[config.mk]
export PLATFORM = sky130hd
export DESIGN_NAME = com_seq_sequencer
export DESIGN_NICKNAME = d
export VERILOG_FILES = /design/src/rtl/com_seq_sequencer_pkg.sv /design/src/rtl/com_seq_sequencer_vec_mem.sv /design/src/rtl/com_seq_sequencer.sv
export SDC_FILE = /design/constraint.sdc
export NUM_CORES = 1
export LEC_CHECK = 0
export CAP_MARGIN = 20
export CORE_ASPECT_RATIO = 1.25
export CORE_MARGIN = 8
export CORE_UTILIZATION = 51
export CTS_BUF_LIST = sky130_fd_sc_hd__clkbuf_8 sky130_fd_sc_hd__clkbuf_16
export CTS_CLUSTER_DIAMETER = 40
export DETAILED_ROUTE_END_ITERATION = 16
export PLACE_DENSITY = 0.87
export SLEW_MARGIN = 20
export SYNTH_ARGS = -nofsm -noshare
export SYNTH_HDL_FRONTEND = slang
export SYNTH_SLANG_ARGS = --single-unit
[constraint.sdc]
create_clock -name clk -period 2.2 [get_ports clk]
set_clock_uncertainty 0.05 [all_clocks]
set_input_delay 0.22 -clock clk [delete_from_list [all_inputs] [get_ports clk]]
set_output_delay 0.22 -clock clk [all_outputs]
set_load 0.01 [all_outputs]
[src/rtl/com_seq_sequencer_pkg.sv]
// Shared constants for the com_seq vector sequencer: FSM encodings,
// vector field bit positions and the datapath latency ceiling.
package com_seq_sequencer_pkg;

    localparam logic [2:0] ST_IDLE  = 3'd0;
    localparam logic [2:0] ST_DRIVE = 3'd1;
    localparam logic [2:0] ST_WAIT  = 3'd2;
    localparam logic [2:0] ST_CHECK = 3'd3;
    localparam logic [2:0] ST_DONE  = 3'd4;

    // Table entry layout {A,B,C,expD,expF}
    localparam int VEC_A = 4;
    localparam int VEC_B = 3;
    localparam int VEC_C = 2;
    localparam int VEC_D = 1;
    localparam int VEC_F = 0;

    localparam int LAT_MAX = 7;

endpackage

[src/rtl/com_seq_sequencer_vec_mem.sv]
// Vector table: DEPTH x 5 register file, one synchronous write port and
// one asynchronous read port. Contents survive reset on purpose so a
// loaded table can be rerun after a reset.
module com_seq_vec_mem #(
    parameter int DEPTH = 8,
    parameter int AW    = 3
) (
    input  logic          clk,
    input  logic          we_i,
    input  logic [AW-1:0] waddr_i,
    input  logic [4:0]    wdata_i,
    input  logic [AW-1:0] raddr_i,
    output logic [4:0]    rdata_o
);

    logic [4:0] mem_q [DEPTH];

    // Synchronous write port
    always_ff @(posedge clk) begin
        if (we_i) begin
            mem_q[waddr_i] <= wdata_i;
        end
    end

    assign rdata_o = mem_q[raddr_i];

endmodule

[src/rtl/com_seq_sequencer.sv]
// In-fabric vector sequencer for one com_seq datapath: drives A/B/C from
// a programmable table, waits the datapath latency, checks D/F against the
// expected bits and reports error count, first failing index and pass.
//
// state | meaning
// ------+---------------------------------------------------------------
// IDLE  | waiting for start; table writes accepted here only
// DRIVE | load {A,B,C} from table[idx], arm latency counter
// WAIT  | let the datapath settle for LAT cycles
// CHECK | compare {D,F} with expected bits, advance or finish
// DONE  | one-cycle done pulse, pass/err_cnt/fail_idx final
module com_seq_sequencer
    import com_seq_sequencer_pkg::*;
#(
    parameter int DEPTH = 8,
    parameter int AW    = 3,
    parameter int LAT   = 1
) (
    input  logic          clk,
    input  logic          rst_n,
    input  logic          cfg_we,
    input  logic [AW-1:0] cfg_addr,
    input  logic [4:0]    cfg_data,
    input  logic [AW:0]   cfg_len,
    input  logic          start,
    output logic          A,
    output logic          B,
    output logic          C,
    input  logic          D,
    input  logic          F,
    output logic          busy,
    output logic          done,
    output logic          pass,
    output logic [AW:0]   err_cnt,
    output logic [AW-1:0] fail_idx
);

    // Out-of-range latency is clamped so the 3-bit wait counter cannot wrap.
    localparam int          LAT_C   = (LAT > LAT_MAX) ? LAT_MAX : ((LAT < 0) ? 0 : LAT);
    localparam logic [2:0]  LAT_W   = 3'(LAT_C);
    localparam logic [AW:0] DEPTH_W = (AW+1)'(DEPTH);

    logic [2:0]    state_q, state_d;
    logic [AW:0]   len_q, len_d;
    logic [AW-1:0] idx_q, idx_d;
    logic [2:0]    wcnt_q, wcnt_d;
    logic [AW:0]   err_q, err_d;
    logic [AW-1:0] fidx_q, fidx_d;
    logic          pass_q, pass_d;
    logic [2:0]    abc_q, abc_d;

    logic [4:0]    entry;
    logic          mem_we;
    logic          mismatch;
    logic          last_vec;

    // Table writes are only honoured while idle so a running pass sees a
    // stable table.
    assign mem_we = cfg_we && (state_q == ST_IDLE);

    com_seq_vec_mem #(
        .DEPTH (DEPTH),
        .AW    (AW)
    ) u_vec_mem (
        .clk     (clk),
        .we_i    (mem_we),
        .waddr_i (cfg_addr),
        .wdata_i (cfg_data),
        .raddr_i (idx_q),
        .rdata_o (entry)
    );

    assign mismatch = ({D, F} != {entry[VEC_D], entry[VEC_F]});
    assign last_vec = ({1'b0, idx_q} == (len_q - 1'b1));

    // Next-state and datapath updates for the sequencing FSM
    always_comb begin
        state_d = state_q;
        len_d   = len_q;
        idx_d   = idx_q;
        wcnt_d  = wcnt_q;
        err_d   = err_q;
        fidx_d  = fidx_q;
        pass_d  = pass_q;
        abc_d   = abc_q;
        case (state_q)
            ST_IDLE: begin
                if (start) begin
                    len_d  = (cfg_len > DEPTH_W) ? DEPTH_W : cfg_len;
                    err_d  = '0;
                    fidx_d = '0;
                    idx_d  = '0;
                    pass_d = 1'b0;
                    if (len_d == '0) begin
                        // Empty run: nothing can fail, so pass is known now.
                        pass_d  = 1'b1;
                        state_d = ST_DONE;
                    end else begin
                        state_d = ST_DRIVE;
                    end
                end
            end
            ST_DRIVE: begin
                abc_d   = {entry[VEC_A], entry[VEC_B], entry[VEC_C]};
                wcnt_d  = LAT_W;
                state_d = (LAT_W == 3'd0) ? ST_CHECK : ST_WAIT;
            end
            ST_WAIT: begin
                wcnt_d = wcnt_q - 3'd1;
                if (wcnt_q <= 3'd1) begin
                    state_d = ST_CHECK;
                end
            end
            ST_CHECK: begin
                if (mismatch) begin
                    if (err_q == '0) begin
                        fidx_d = idx_q;
                    end
                    if (err_q != DEPTH_W) begin
                        err_d = err_q + 1'b1;
                    end
                end
                if (last_vec) begin
                    // Pass is resolved on entry to DONE so it is valid
                    // alongside the done pulse.
                    pass_d  = (err_d == '0);
                    state_d = ST_DONE;
                end else begin
                    idx_d   = idx_q + 1'b1;
                    state_d = ST_DRIVE;
                end
            end
            ST_DONE: begin
                pass_d  = (err_q == '0);
                state_d = ST_IDLE;
            end
            default: begin
                state_d = ST_IDLE;
            end
        endcase
    end

    // State and result registers, cleared asynchronously
    always_ff @(posedge clk or negedge rst_n) begin
        if (!rst_n) begin
            state_q <= ST_IDLE;
            len_q   <= '0;
            idx_q   <= '0;
            wcnt_q  <= '0;
            err_q   <= '0;
            fidx_q  <= '0;
            pass_q  <= 1'b0;
            abc_q   <= '0;
        end else begin
            state_q <= state_d;
            len_q   <= len_d;
            idx_q   <= idx_d;
            wcnt_q  <= wcnt_d;
            err_q   <= err_d;
            fidx_q  <= fidx_d;
            pass_q  <= pass_d;
            abc_q   <= abc_d;
        end
    end

    assign A        = abc_q[2];
    assign B        = abc_q[1];
    assign C        = abc_q[0];
    assign busy     = (state_q != ST_IDLE);
    assign done     = (state_q == ST_DONE);
    assign pass     = pass_q;
    assign err_cnt  = err_q;
    assign fail_idx = fidx_q;

endmodule

==> summary.txt <==
Clk root buf: clkbuf_8
Period utilization: 0.946
HPWL after DPL: 4270 µm
Synth Cell Area: 2960 µm²
Antenna cells: 0
Outcome: finished, final reports clean
Synth Flop Type: edfxtp_1
Clk sinks: 64
Max Fclk: 480 MHz
# hold bufs at CTS: 0
Clock latency on the worst-skew pair: 0.35 ns
Cells after Synth: 234
LEAKAGE: 1.40 nW
IO Pins: 31
CTS tree: yes
CP max-delay cell: mux4_2
Initial DRC count: 111
Ranking of synthesized cells by area: edfxtp_1 41%, dfrtp_1 20%, mux4_2 7.6%
Total track usage: 0.150
Critical Path AT: 2.32 ns
Slowest cell delay on critical path: 0.52 ns
Critical-path cell list: mux4_2, mux2i_1, xor2_1, and2_4, or4_1, nand3_1
Post-route setup TNS: 0 ns
H-tree depth: 3
Num CTS Buffers: 9
Final setup violation count: 0
DRT antenna net count: 0
Initial antenna violation count: 0
Port Buffers: 30
Number of synthesized flops with an enable pin: 40
Multi-input combinational cell area: 1070 µm²
Ratio of cells with drive above 1 in the final layout: 0.166
Die W: 84.2 µm
Synth top cells by count: 40 x edfxtp_1, 24 x dfrtp_1, 24 x nand2_1
HP Class: in2async
Top-area cell type share of the netlist area: 0.405
Slew Limit Fails: 0
Clk pin slew, worst setup/hold paths: 0.07 ns
Actual slew at the worst max-slew pin: 0.686 ns
Average size of a mapped cell: 12.7 µm²
Nets: 308
VDD IR-drop max: 744 µV
Top-count cell post-synth: edfxtp_1
Area Growth Syn to Fin: 24.0%
Hold Vio Cnt, Final: 0
Ys async rst share: 0.375
Worst path required time: 2.44 ns
Core area: 5700 µm²
Netlist cell types: 39
Total global routing overflow: 0
Critical path endpoint category: flop
Slew HR: 0.539
Via density per instance: 5.68
Most area-hungry cell type in the Yosys netlist: edfxtp_1
Largest net degree at the start of global routing: 25
First-pass GRT wire length: 9870 µm
CP startpoint kind: flop
Power density cells: 1290 nW/µm²
Syn_nets: 258
RSZ-0062 raised after global routing: false
Drt total wl: 5970 µm
Die area: 8520 µm²
Number of synthesized register bits: 64
Yosys warns: 0
# rows: 31
Register area: 1800 µm²
Clock Path Buffers: 2
Routability cong.: 0.850
Max-cap viol count: 0
Routed vias: 2017
Crit Path Category: reg2reg
Residual DRC count: 0
Worst Path Max Fanout: 6
Height of the chip: 101 µm
Starting Density: 0.520
Vias in the first global route: 2098
Seq/Total Area, Yosys: 0.608
Fill cells: 414
Drt pass-1 iters: 4
Hold slack: 0.187 ns
Drt wl/cell: 16.8 µm
Tmin final: 2.08 ns
==> cell families after synthesis <==
kind of cell,share of synthesized area
flip-flops,0.608
buffers and inverters,0.0329
adder cells (fa/ha/maj),0.0253
AND/OR/NAND/NOR,0.132
AO/OA/AOI/OAI,0.0777
XOR/XNOR,0.0236
multiplexers,0.100
==> worst max-delay path, delay by kind of cell (launching register included) <==
kind,cells,cell delay [ns]
flip-flops,1,0.44
AND/OR/NAND/NOR,3,0.75
multiplexers,2,0.68
XOR/XNOR,1,0.10
==> flip-flops by register name, indices dropped and copies added, names as in the netlist <==
name	cells
abc_q	3
pass	1
fail_idx	3
idx_q	3
wcnt_q	3
u_vec_mem.mem_q	40
err_cnt	4
len_q	4
state_q	3
==> cell usage in the layout, fill, tap and decap left out, types with 2 or more instances in the layout <==
master,netlist,routed
nand3_1,6,6
nor2_1,18,18
nor2b_1,3,3
xor2_1,4,4
nand2_1,24,24
xnor2_1,4,4
o211ai_1,2,2
clkbuf_8,0,9
buf_4,0,16
dfrtp_1,24,23
bufinv_16,0,3
o221a_2,2,2
or4_1,2,2
clkdlybuf4s50_1,0,30
a31oi_1,3,3
inv_1,14,14
mux4_2,10,10
edfxtp_1,40,40
nand2b_1,5,5
o21ai_0,10,10
nor3_1,11,11
mux2i_1,6,6
nand3b_1,2,2
ha_1,6,6
o21a_1,3,3
a21oi_1,14,14
==> layout make-up <==
| type | instances | area share |
|---|---|---|
| Multi-Input combinational cell | 149 | 0.292 |
| Tap cell | 66 | 0.0225 |
| Clock inverter | 7 | 0.0324 |
| Clock buffer | 9 | 0.0337 |
| Timing Repair Buffer | 46 | 0.114 |
| Sequential cell | 64 | 0.491 |
| Inverter | 14 | 0.0143 |
==> worst paths after layout <==
path                                  startpoint                      to  slack (ns)  depth (start not counted)
max in group asynchronous                  rst_n    idx_q[0]$_DFFE_PN0P_        1.65                          2
min in group clk                      cfg_len[1]    len_q[1]$_DFFE_PN0P_        0.43                          3
min                                        rst_n   wcnt_q[0]$_DFFE_PN0N_        0.19                          2
max                         idx_q[0]$_DFFE_PN0P_  err_cnt[2]$_DFFE_PN0P_        0.12                          6
max reg2reg                 idx_q[0]$_DFFE_PN0P_  err_cnt[2]$_DFFE_PN0P_        0.12                          6
min reg2reg                wcnt_q[1]$_DFFE_PN0N_   wcnt_q[1]$_DFFE_PN0N_        0.50                          2
==> metrics by stage <==
stage                util  std cells  area (µm²)  power, mW  setup WS [ns]
floorplan               -        234        2960       2.93         0.0607
global route        0.644        355        3670       5.04        0.00896
detailed placement  0.600        339        3420       3.51        -0.0730
CTS                 0.644        355        3670       4.76         0.0249
finish              0.644        355        3670       4.75          0.118
global placement    0.600        339        3420       3.44         0.0504
==> where the power goes <==
| part | internal [mW] | leakage [nW] | switching (mW) |
|---|---|---|---|
| clock network | 0.754 | 0.117 | 0.463 |
| logic | 0.900 | 0.624 | 0.906 |
| registers | 1.50 | 0.659 | 0.225 |
==> per-layer routing <==
layer | share of wire | track usage | up-vias
met5 | 0 | 0 | -
met4 | 0.033 | 0.0719 | 0
met3 | 0.049 | 0.0571 | 14
met2 | 0.53 | 0.259 | 65
met1 | 0.39 | 0.158 | 972
li1 | - | - | 966
==> repair_timing <==
item	4_1_cts	5_1_grt
hold endpoints to repair	0	0
buffers inserted	0	0
gates resized for setup	2	2
endpoints found under the setup margin	4	7
(Power assumes the default switching activity.)
